`src/rtl/edge_stim_if.sv`:
```
// edge_stim_if: command handshake and generated-signal bundle for edge_stim_gen
interface edge_stim_if #(
    parameter int WIDTH = 32,
    parameter int DLY_W = 8
);
    logic                     cmd_valid;
    logic                     cmd_ready;
    logic [1:0]               cmd_op;
    logic [$clog2(WIDTH)-1:0] cmd_idx;
    logic [DLY_W-1:0]         cmd_dly;
    logic [DLY_W-1:0]         cmd_hold;
    logic [WIDTH-1:0]         sig_out;
    logic [WIDTH-1:0]         rose_o;
    logic [WIDTH-1:0]         fell_o;
    logic                     done;
    logic                     err;

    modport master (
        output cmd_valid, cmd_op, cmd_idx, cmd_dly, cmd_hold,
        input  cmd_ready, sig_out, rose_o, fell_o, done, err
    );

    modport slave (
        input  cmd_valid, cmd_op, cmd_idx, cmd_dly, cmd_hold,
        output cmd_ready, sig_out, rose_o, fell_o, done, err
    );
endinterface

```
`src/rtl/edge_stim_gen.sv`:
```
// edge_stim_gen: schedules a rise/fall/pulse/toggle on one bit of a bus after a delay
module edge_stim_gen #(
    parameter int               WIDTH = 32,
    parameter int               DLY_W = 8,
    parameter logic [WIDTH-1:0] INIT  = '0
) (
    input logic        clk,
    input logic        rst,
    edge_stim_if.slave bus
);
    localparam int IW = $clog2(WIDTH);
    localparam logic [1:0] OP_FALL = 2'b01;
    localparam logic [1:0] OP_PULSE = 2'b10;
    localparam logic [1:0] OP_TOG = 2'b11;

    typedef enum logic [1:0] {IDLE, WAIT, HOLD} state_t;

    state_t           state;
    logic [DLY_W-1:0] cnt;
    logic [DLY_W-1:0] hold;
    logic [1:0]       op;
    logic [IW-1:0]    idx;
    logic             bad;
    logic             cur;
    logic             nxt;
    logic             nop;

    assign bus.cmd_ready = (state == IDLE);

    // Target bit's current value, its intended new value, and whether the edge would be a no-op
    always_comb begin
        cur = bus.sig_out[idx];
        nxt = (op == OP_TOG) ? ~cur : (op != OP_FALL);
        nop = (op != OP_TOG) && (cur == nxt);
    end

    // Command FSM: latch on accept, count down the delay, apply the edge, then hold for pulses
    always_ff @(posedge clk or posedge rst) begin
        if (rst) begin
            state       <= IDLE;
            cnt         <= '0;
            hold        <= '0;
            op          <= '0;
            idx         <= '0;
            bad         <= 1'b0;
            bus.sig_out <= INIT;
            bus.rose_o  <= '0;
            bus.fell_o  <= '0;
            bus.done    <= 1'b0;
            bus.err     <= 1'b0;
        end else begin
            bus.rose_o <= '0;
            bus.fell_o <= '0;
            bus.done   <= 1'b0;
            bus.err    <= 1'b0;
            case (state)
                IDLE: if (bus.cmd_valid) begin
                    op    <= bus.cmd_op;
                    idx   <= bus.cmd_idx;
                    cnt   <= bus.cmd_dly;
                    hold  <= bus.cmd_hold;
                    bad   <= int'(bus.cmd_idx) >= WIDTH;
                    state <= WAIT;
                end
                WAIT: if (bad || (cnt == '0 && nop)) begin
                    bus.err  <= 1'b1;
                    bus.done <= 1'b1;
                    state    <= IDLE;
                end else if (cnt != '0) begin
                    cnt <= cnt - 1'b1;
                end else begin
                    bus.sig_out[idx] <= nxt;
                    bus.rose_o[idx]  <= nxt & ~cur;
                    bus.fell_o[idx]  <= ~nxt & cur;
                    bus.done         <= (op != OP_PULSE);
                    cnt              <= hold;
                    state            <= (op == OP_PULSE) ? HOLD : IDLE;
                end
                HOLD: if (cnt != '0) begin
                    cnt <= cnt - 1'b1;
                end else begin
                    bus.sig_out[idx] <= 1'b0;
                    bus.fell_o[idx]  <= 1'b1;
                    bus.done         <= 1'b1;
                    state            <= IDLE;
                end
                default: state <= IDLE;
            endcase
        end
    end
endmodule

```
`src/flat_wrapper.sv`:
```
// flat-port wrapper written by rule: the top's interface ports become plain ports
module edge_stim_gen_flat 
#(
    parameter int               WIDTH = 32,
    parameter int               DLY_W = 8,
    parameter logic [WIDTH-1:0] INIT  = '0
)
  (clk, rst, bus_cmd_valid, bus_cmd_op, bus_cmd_idx, bus_cmd_dly, bus_cmd_hold, bus_cmd_ready, bus_sig_out, bus_rose_o, bus_fell_o, bus_done, bus_err);
  edge_stim_if #(.WIDTH(WIDTH), .DLY_W(DLY_W)) bus_i ();
  input logic clk;
  input logic rst;
  input wire logic [$bits(bus_i.cmd_valid)-1:0] bus_cmd_valid;
  input wire logic [$bits(bus_i.cmd_op)-1:0] bus_cmd_op;
  input wire logic [$bits(bus_i.cmd_idx)-1:0] bus_cmd_idx;
  input wire logic [$bits(bus_i.cmd_dly)-1:0] bus_cmd_dly;
  input wire logic [$bits(bus_i.cmd_hold)-1:0] bus_cmd_hold;
  output wire logic [$bits(bus_i.cmd_ready)-1:0] bus_cmd_ready;
  output wire logic [$bits(bus_i.sig_out)-1:0] bus_sig_out;
  output wire logic [$bits(bus_i.rose_o)-1:0] bus_rose_o;
  output wire logic [$bits(bus_i.fell_o)-1:0] bus_fell_o;
  output wire logic [$bits(bus_i.done)-1:0] bus_done;
  output wire logic [$bits(bus_i.err)-1:0] bus_err;
  assign bus_i.cmd_valid = bus_cmd_valid;
  assign bus_i.cmd_op = bus_cmd_op;
  assign bus_i.cmd_idx = bus_cmd_idx;
  assign bus_i.cmd_dly = bus_cmd_dly;
  assign bus_i.cmd_hold = bus_cmd_hold;
  assign bus_cmd_ready = bus_i.cmd_ready;
  assign bus_sig_out = bus_i.sig_out;
  assign bus_rose_o = bus_i.rose_o;
  assign bus_fell_o = bus_i.fell_o;
  assign bus_done = bus_i.done;
  assign bus_err = bus_i.err;
  edge_stim_gen #(.WIDTH(WIDTH), .DLY_W(DLY_W), .INIT(INIT)) u_core (.clk(clk), .rst(rst), .bus(bus_i));
endmodule
```
`config.mk`:
```
export PLATFORM = sky130hd
export DESIGN_NAME = edge_stim_gen_flat
export DESIGN_NICKNAME = d
export VERILOG_FILES = /design/src/rtl/edge_stim_if.sv /design/src/rtl/edge_stim_gen.sv /design/src/flat_wrapper.sv
export SDC_FILE = /design/constraint.sdc
export NUM_CORES = 1
export LEC_CHECK = 0
export BUFFER_PORTS_ARGS = -buffer_cell sky130_fd_sc_hd__buf_4
export CORE_AREA = 2 2 88 124
export CTS_CLUSTER_SIZE = 25
export DETAILED_ROUTE_END_ITERATION = 16
export DIE_AREA = 0 0 90 126
export PLACE_DENSITY = 0.8
export SLEW_MARGIN = 15
export SYNTH_ARGS = -nofsm -noshare
export SYNTH_HDL_FRONTEND = slang
export SYNTH_SLANG_ARGS = --single-unit
export TNS_END_PERCENT = 5
```
`constraint.sdc`:
```
create_clock -name clk -period 6.26 [get_ports clk]
set_input_delay 0.313 -clock clk [delete_from_list [all_inputs] [get_ports clk]]
set_output_delay 0.313 -clock clk [all_outputs]
set_load 0.02 [all_outputs]
```
Yosys cells after proc, flatten, opt, wreduce, memory -nomap -nowiden
Cells that the tools add are included.

ROM bits: 0. Bits in latches: 0. Input port bits: 26. RAM bits: 0. Output and inout bits: 99. Memories: 0. Register bits after elaboration: 123.

Magnitude comparators: 2. Reduce and logical (&&, ||, !) cells: 12. Multiplexer cells: 34. $mul: 0. $add $sub $neg: 1. Shift-type cells: 0. Equality and inequality tests: 14. Div/mod/pow operators: 0. Bitwise operators: 8.

Operator list (count): $mux W32 (9); $pmux W32 S2 (2); $and A32 B32 Y32 (3); $bwmux W32 (1); $mux W8 (4); $not A32 Y32 (1); $pmux W8 S3 (1); $ne A2 B2 Y1 const B (6); $mux W2 (5); $logic_not A8 Y1 (1); $mux W1 (8); $reduce_and A4 Y1 (2); $reduce_bool A8 Y1 (1); $sub A8 B1 Y8 const B (1); $eq A2 B2 Y1 const B (3); $lt A5 B6 Y1 const B (1); $pmux W2 S3 (1); $bmux W1 S5 (1); $demux W1 S5 (1); $ge A5 B1 Y1 const B (1); $ne A2 B1 Y1 const B (2); $logic_and A1 B1 Y1 (3); $ne A3 B2 Y1 const B (1); $reduce_and A3 Y1 (1); other kinds (9) (11).

Longest topological paths before layout
Depth in word-level cells: 10. Gate-level depth with buffers: 15. Gate-level depth less buffers: 13.

Worst setup path before layout
Ideal clock, no wire load.

Kind: reg-to-reg. Start: register u_core.idx[2]. End: register u_core.bus.sig_out[28]. Slack: 3.135 ns. Cell stages (with the launch flop): 15. Period minus slack after synthesis: 3.125 ns. Arrival: 2.997 ns. Data required time: 6.132 ns. Buffers on the path: 2. Cells stage by stage: dfrtp_1 -> or3b_2 -> clkbuf_1 -> o22ai_1 -> nor4_1 -> mux2_2 -> nand2_1 -> nand2_1 -> ha_1 -> a21boi_0 -> nor2_1 -> o21ai_1 -> a311oi_4 -> buf_6 -> a21oi_4.

Longest elaborated chain between the ends: 9. Elaborated cells between the ends (all ways): 21.

Ends and longest elaborated chain: start, declared (line edge_stim_gen.sv:22) `logic [IW-1:0] idx;`; start signal, assigned (line edge_stim_gen.sv:59) `idx <= bus.cmd_idx;`; parallel branches: the longest is 9 deep, another holds $lt A5 B6 Y1; end signal, assigned by index (line edge_stim_gen.sv:72) `bus.sig_out[idx] <= nxt;`; end, declared (line edge_stim_if.sv:25) `output cmd_ready, sig_out, rose_o, fell_o, done, err`.

Several ways; the timed one is not identified. The select of a mux whose other input is x is not followed. A chain may end at the register's enable or synchronous reset.

Worst setup path in the final report
Start: register u_core.idx[1]. End: register u_core.bus.sig_out[28].

Same word-level chain as after synthesis.

==> flow_summary.ini <==
[run_status]
status = finished, final reports clean

[worst_hold_path]
min_path_type = in -> async

[placement]
hpwlAfterDp_um = 8687
dp.cells = 740
gp_congestion = 0.8962
port_buffers = 124

[sta]
worstMarginPinSlew_ns = 1.104
fin_crit_sh_pct = 65.80
rsz0062_at_grt = no
post-route-min-period_ns = 4.119
setup_viol = 0
finClkSkew_ns = 0.005753
final-hold-violation-count = 0
slew_viol_final = 0
setup_tns_ns = 0
relSlewSlack_pct = 26.38
fmax_mhz = 242.8

[floorplanning]
io_pins = 125
initial_utilization_pct = 53.80
die-area_mm2 = 0.01134
dieHeight_um = 126
core_area_mm2 = 0.01024
num_rows = 44
chipWidth_um = 90

[global_routing]
grt_pass1_vias = 4237
grt_antenna_before_repair = 0
grt.overflow.total = 0
grt_pass1_wl_um = 21530
grt_max_degree = 71
grt.total_usage_pct = 24.27

[logic_synthesis]
syn_area_per_cell_um2 = 10.74
synth-simple-area-share_pct = 16.56
synth-compound-area-share_pct = 15.04
yosys_warnings = 0
synthMuxAreaShare_pct = 6.359
ys_ff_latch = 123
ys_seq_area_share_pct = 55.87
synth_top_family_by_area = simple AND/OR/NAND/NOR gates
netlist_area_mm2 = 0.005509
synth_common_cells = dfrtp_1, nor2_1, a21oi_1
synth_xor_area_share_pct = 0.3180
netlist_instances = 513
ys_dominant_reg_cell = dfrtp_1
syn_nets = 546
synthTopCellsByArea = dfrtp_1, nor2_1, a21oi_2
synthAdderAreaFrac_pct = 1.590
synth_top_area_cell = dfrtp_1
synth_enable_flop_cells = 0
synth_top_area_share_pct = 55.87
ys_types = 55
yosysMostFrequentCell = dfrtp_1
async_reset_ff_share_pct = 100.0

[clocking]
clock-sinks = 123
htree_levels = 4
cts.clk_slew.worst_paths_ns = 0.06
root_buffer = clkbuf_16
cts_tree = done
clk_latency_ns = 0.42
cts_setup_buffers = 0
post_cts_resized = 0
ctsHoldBuffers = 0
tritoncts.num_buffers = 17
clk_path_buf_depth = 2

[worst_setup_path]
arrival_ns = 4.46
cp_common_cell = nand2_1
crit_chain = mux2i_1, o22ai_1, nor4_1, mux2_2, nand2_1, nand2_1, ha_1, a21boi_0, nor2_1, o21a_1, a21oi_1, a21oi_4
endpoint_kind = register
cp.required_ns = 6.60
critPathKind = reg -> reg
crit_fanout = 32
crit_path_start_kind = register
startpoint = u_core.idx[1]
cpMaxStageDelayCell = dfrtp_1
cp_num_buf_inv = 0
path_delay_family = compound AO/OA/AOI/OAI gates
reg2reg_from = u_core.idx[1]
max_stage_delay_ns = 0.98

[finish]
layout-drive-gt1-share_pct = 36.12
areaGrowthSynthToFinish_pct = 27.66
n_antenna_cell = 0
final_nets = 654
fillers = 803
multi_input_area_mm2 = 0.002196
final_cells = 772
regArea_mm2 = 0.003078

[power]
vdd_drop_max_mv = 0.2976
powerDensity_mw_per_mm2 = 518.3
p_total_w = 0.003645
p_leak_nw = 3.219

[route]
vias = 4283
wl_per_cell_um = 17.32
drt-total-wl_um = 13370
first_pass_iters = 5
antenna_left = 0
drc_errors = 0
avgViaCountPerCell = 5.548
first_iter_violations = 306

[job]
cap_viol_max_count = 0
==> registers in the layout, summed over array words and instances, names as in the netlist <==
signal / cells
u_core.bus.fell_o: 32
u_core.op: 2
u_core.cnt: 8
u_core.bus.err: 1
u_core.state: 2
u_core.hold: 8
u_core.idx: 5
u_core.bus.done: 1
u_core.bus.rose_o: 32
u_core.bus.sig_out: 32
==> placed cells by master, fill, tap and decap left out, types with 7 or more instances in the layout <==
cell	synthesis	routed
nor3_2	13	13
o22ai_1	8	8
dfrtp_1	123	123
nor2_1	81	81
buf_4	0	129
a21oi_1	41	41
nand2_1	29	29
mux2i_1	17	17
nand2b_1	7	7
mux2_2	16	16
clkbuf_16	0	17
a21oi_2	30	30
ha_1	7	7
o21ai_0	12	12
nor3_1	20	20
==> metal layers <==
metal | track usage (%) | vias up | wire length (um)
met2 | 40.07 | 162 | 6983
met1 | 30.02 | 2096 | 5301
li1 | - | 1992 | -
met5 | 0 | - | 0
met3 | 5.921 | 33 | 740
met4 | 11.86 | 0 | 348
==> path summary, 6_finish.rpt <==
path | end | slack (ns) | cells after the start
min in group clk | u_core.hold[3] | 0.13 | 2
worst max-delay path | u_core.bus.sig_out[28] | 2.14 | 12
worst max register to register | u_core.bus.sig_out[28] | 2.14 | 12
worst min register to register | u_core.hold[2] | 0.51 | 1
max in group asynchronous | u_core.bus.sig_out[28] | 4.97 | 3
worst min-delay path | u_core.bus.rose_o[4] | 0.07 | 2
==> cell families after synthesis <==
logic type | Yosys count
adder cells (fa/ha/maj) | 7
AND/OR/NAND/NOR | 180
XOR/XNOR | 2
flip-flops | 123
AO/OA/AOI/OAI | 121
buffers and inverters | 47
multiplexers | 33
==> worst reg2reg max path, stage by stage (launching register included) <==
cell      delay, ns
dfrtp_1        0.98
mux2i_1        0.31
o22ai_1        0.10
nor4_1         0.31
mux2_2         0.28
nand2_1        0.09
nand2_1        0.10
ha_1           0.26
a21boi_0       0.17
nor2_1         0.16
o21a_1         0.89
a21oi_1        0.24
a21oi_4        0.16
==> area by class of cell <==
type	count	area share, %
inverters	7	0.4092
repair buffers	129	13.77
clock inverters	10	1.637
flip-flops and latches	123	43.76
multi-input cells	343	31.22
clock buffers	22	6.743
well taps	138	2.455
==> stage by stage <==
step	hold WS [ns]	cell area (um^2)	utilization, %	setup slack [ns]
CTS	0.08407	7033	68.68	2.228
global route	0.1214	7033	68.68	1.808
global placement	0.4869	6444	62.93	2.426
floorplan	0.4636	5509	-	2.676
finish	0.06766	7033	68.68	2.141
detailed placement	0.4925	6444	62.93	2.270
==> power by group <==
part | switching, W | internal, W | leakage (nW)
Clock | 0.000352 | 0.000616 | 0.283
Combinational | 0.000894 | 0.000551 | 1.31
Sequential | 0.000254 | 0.000977 | 1.63
Power figures use the tool's default switching activity.
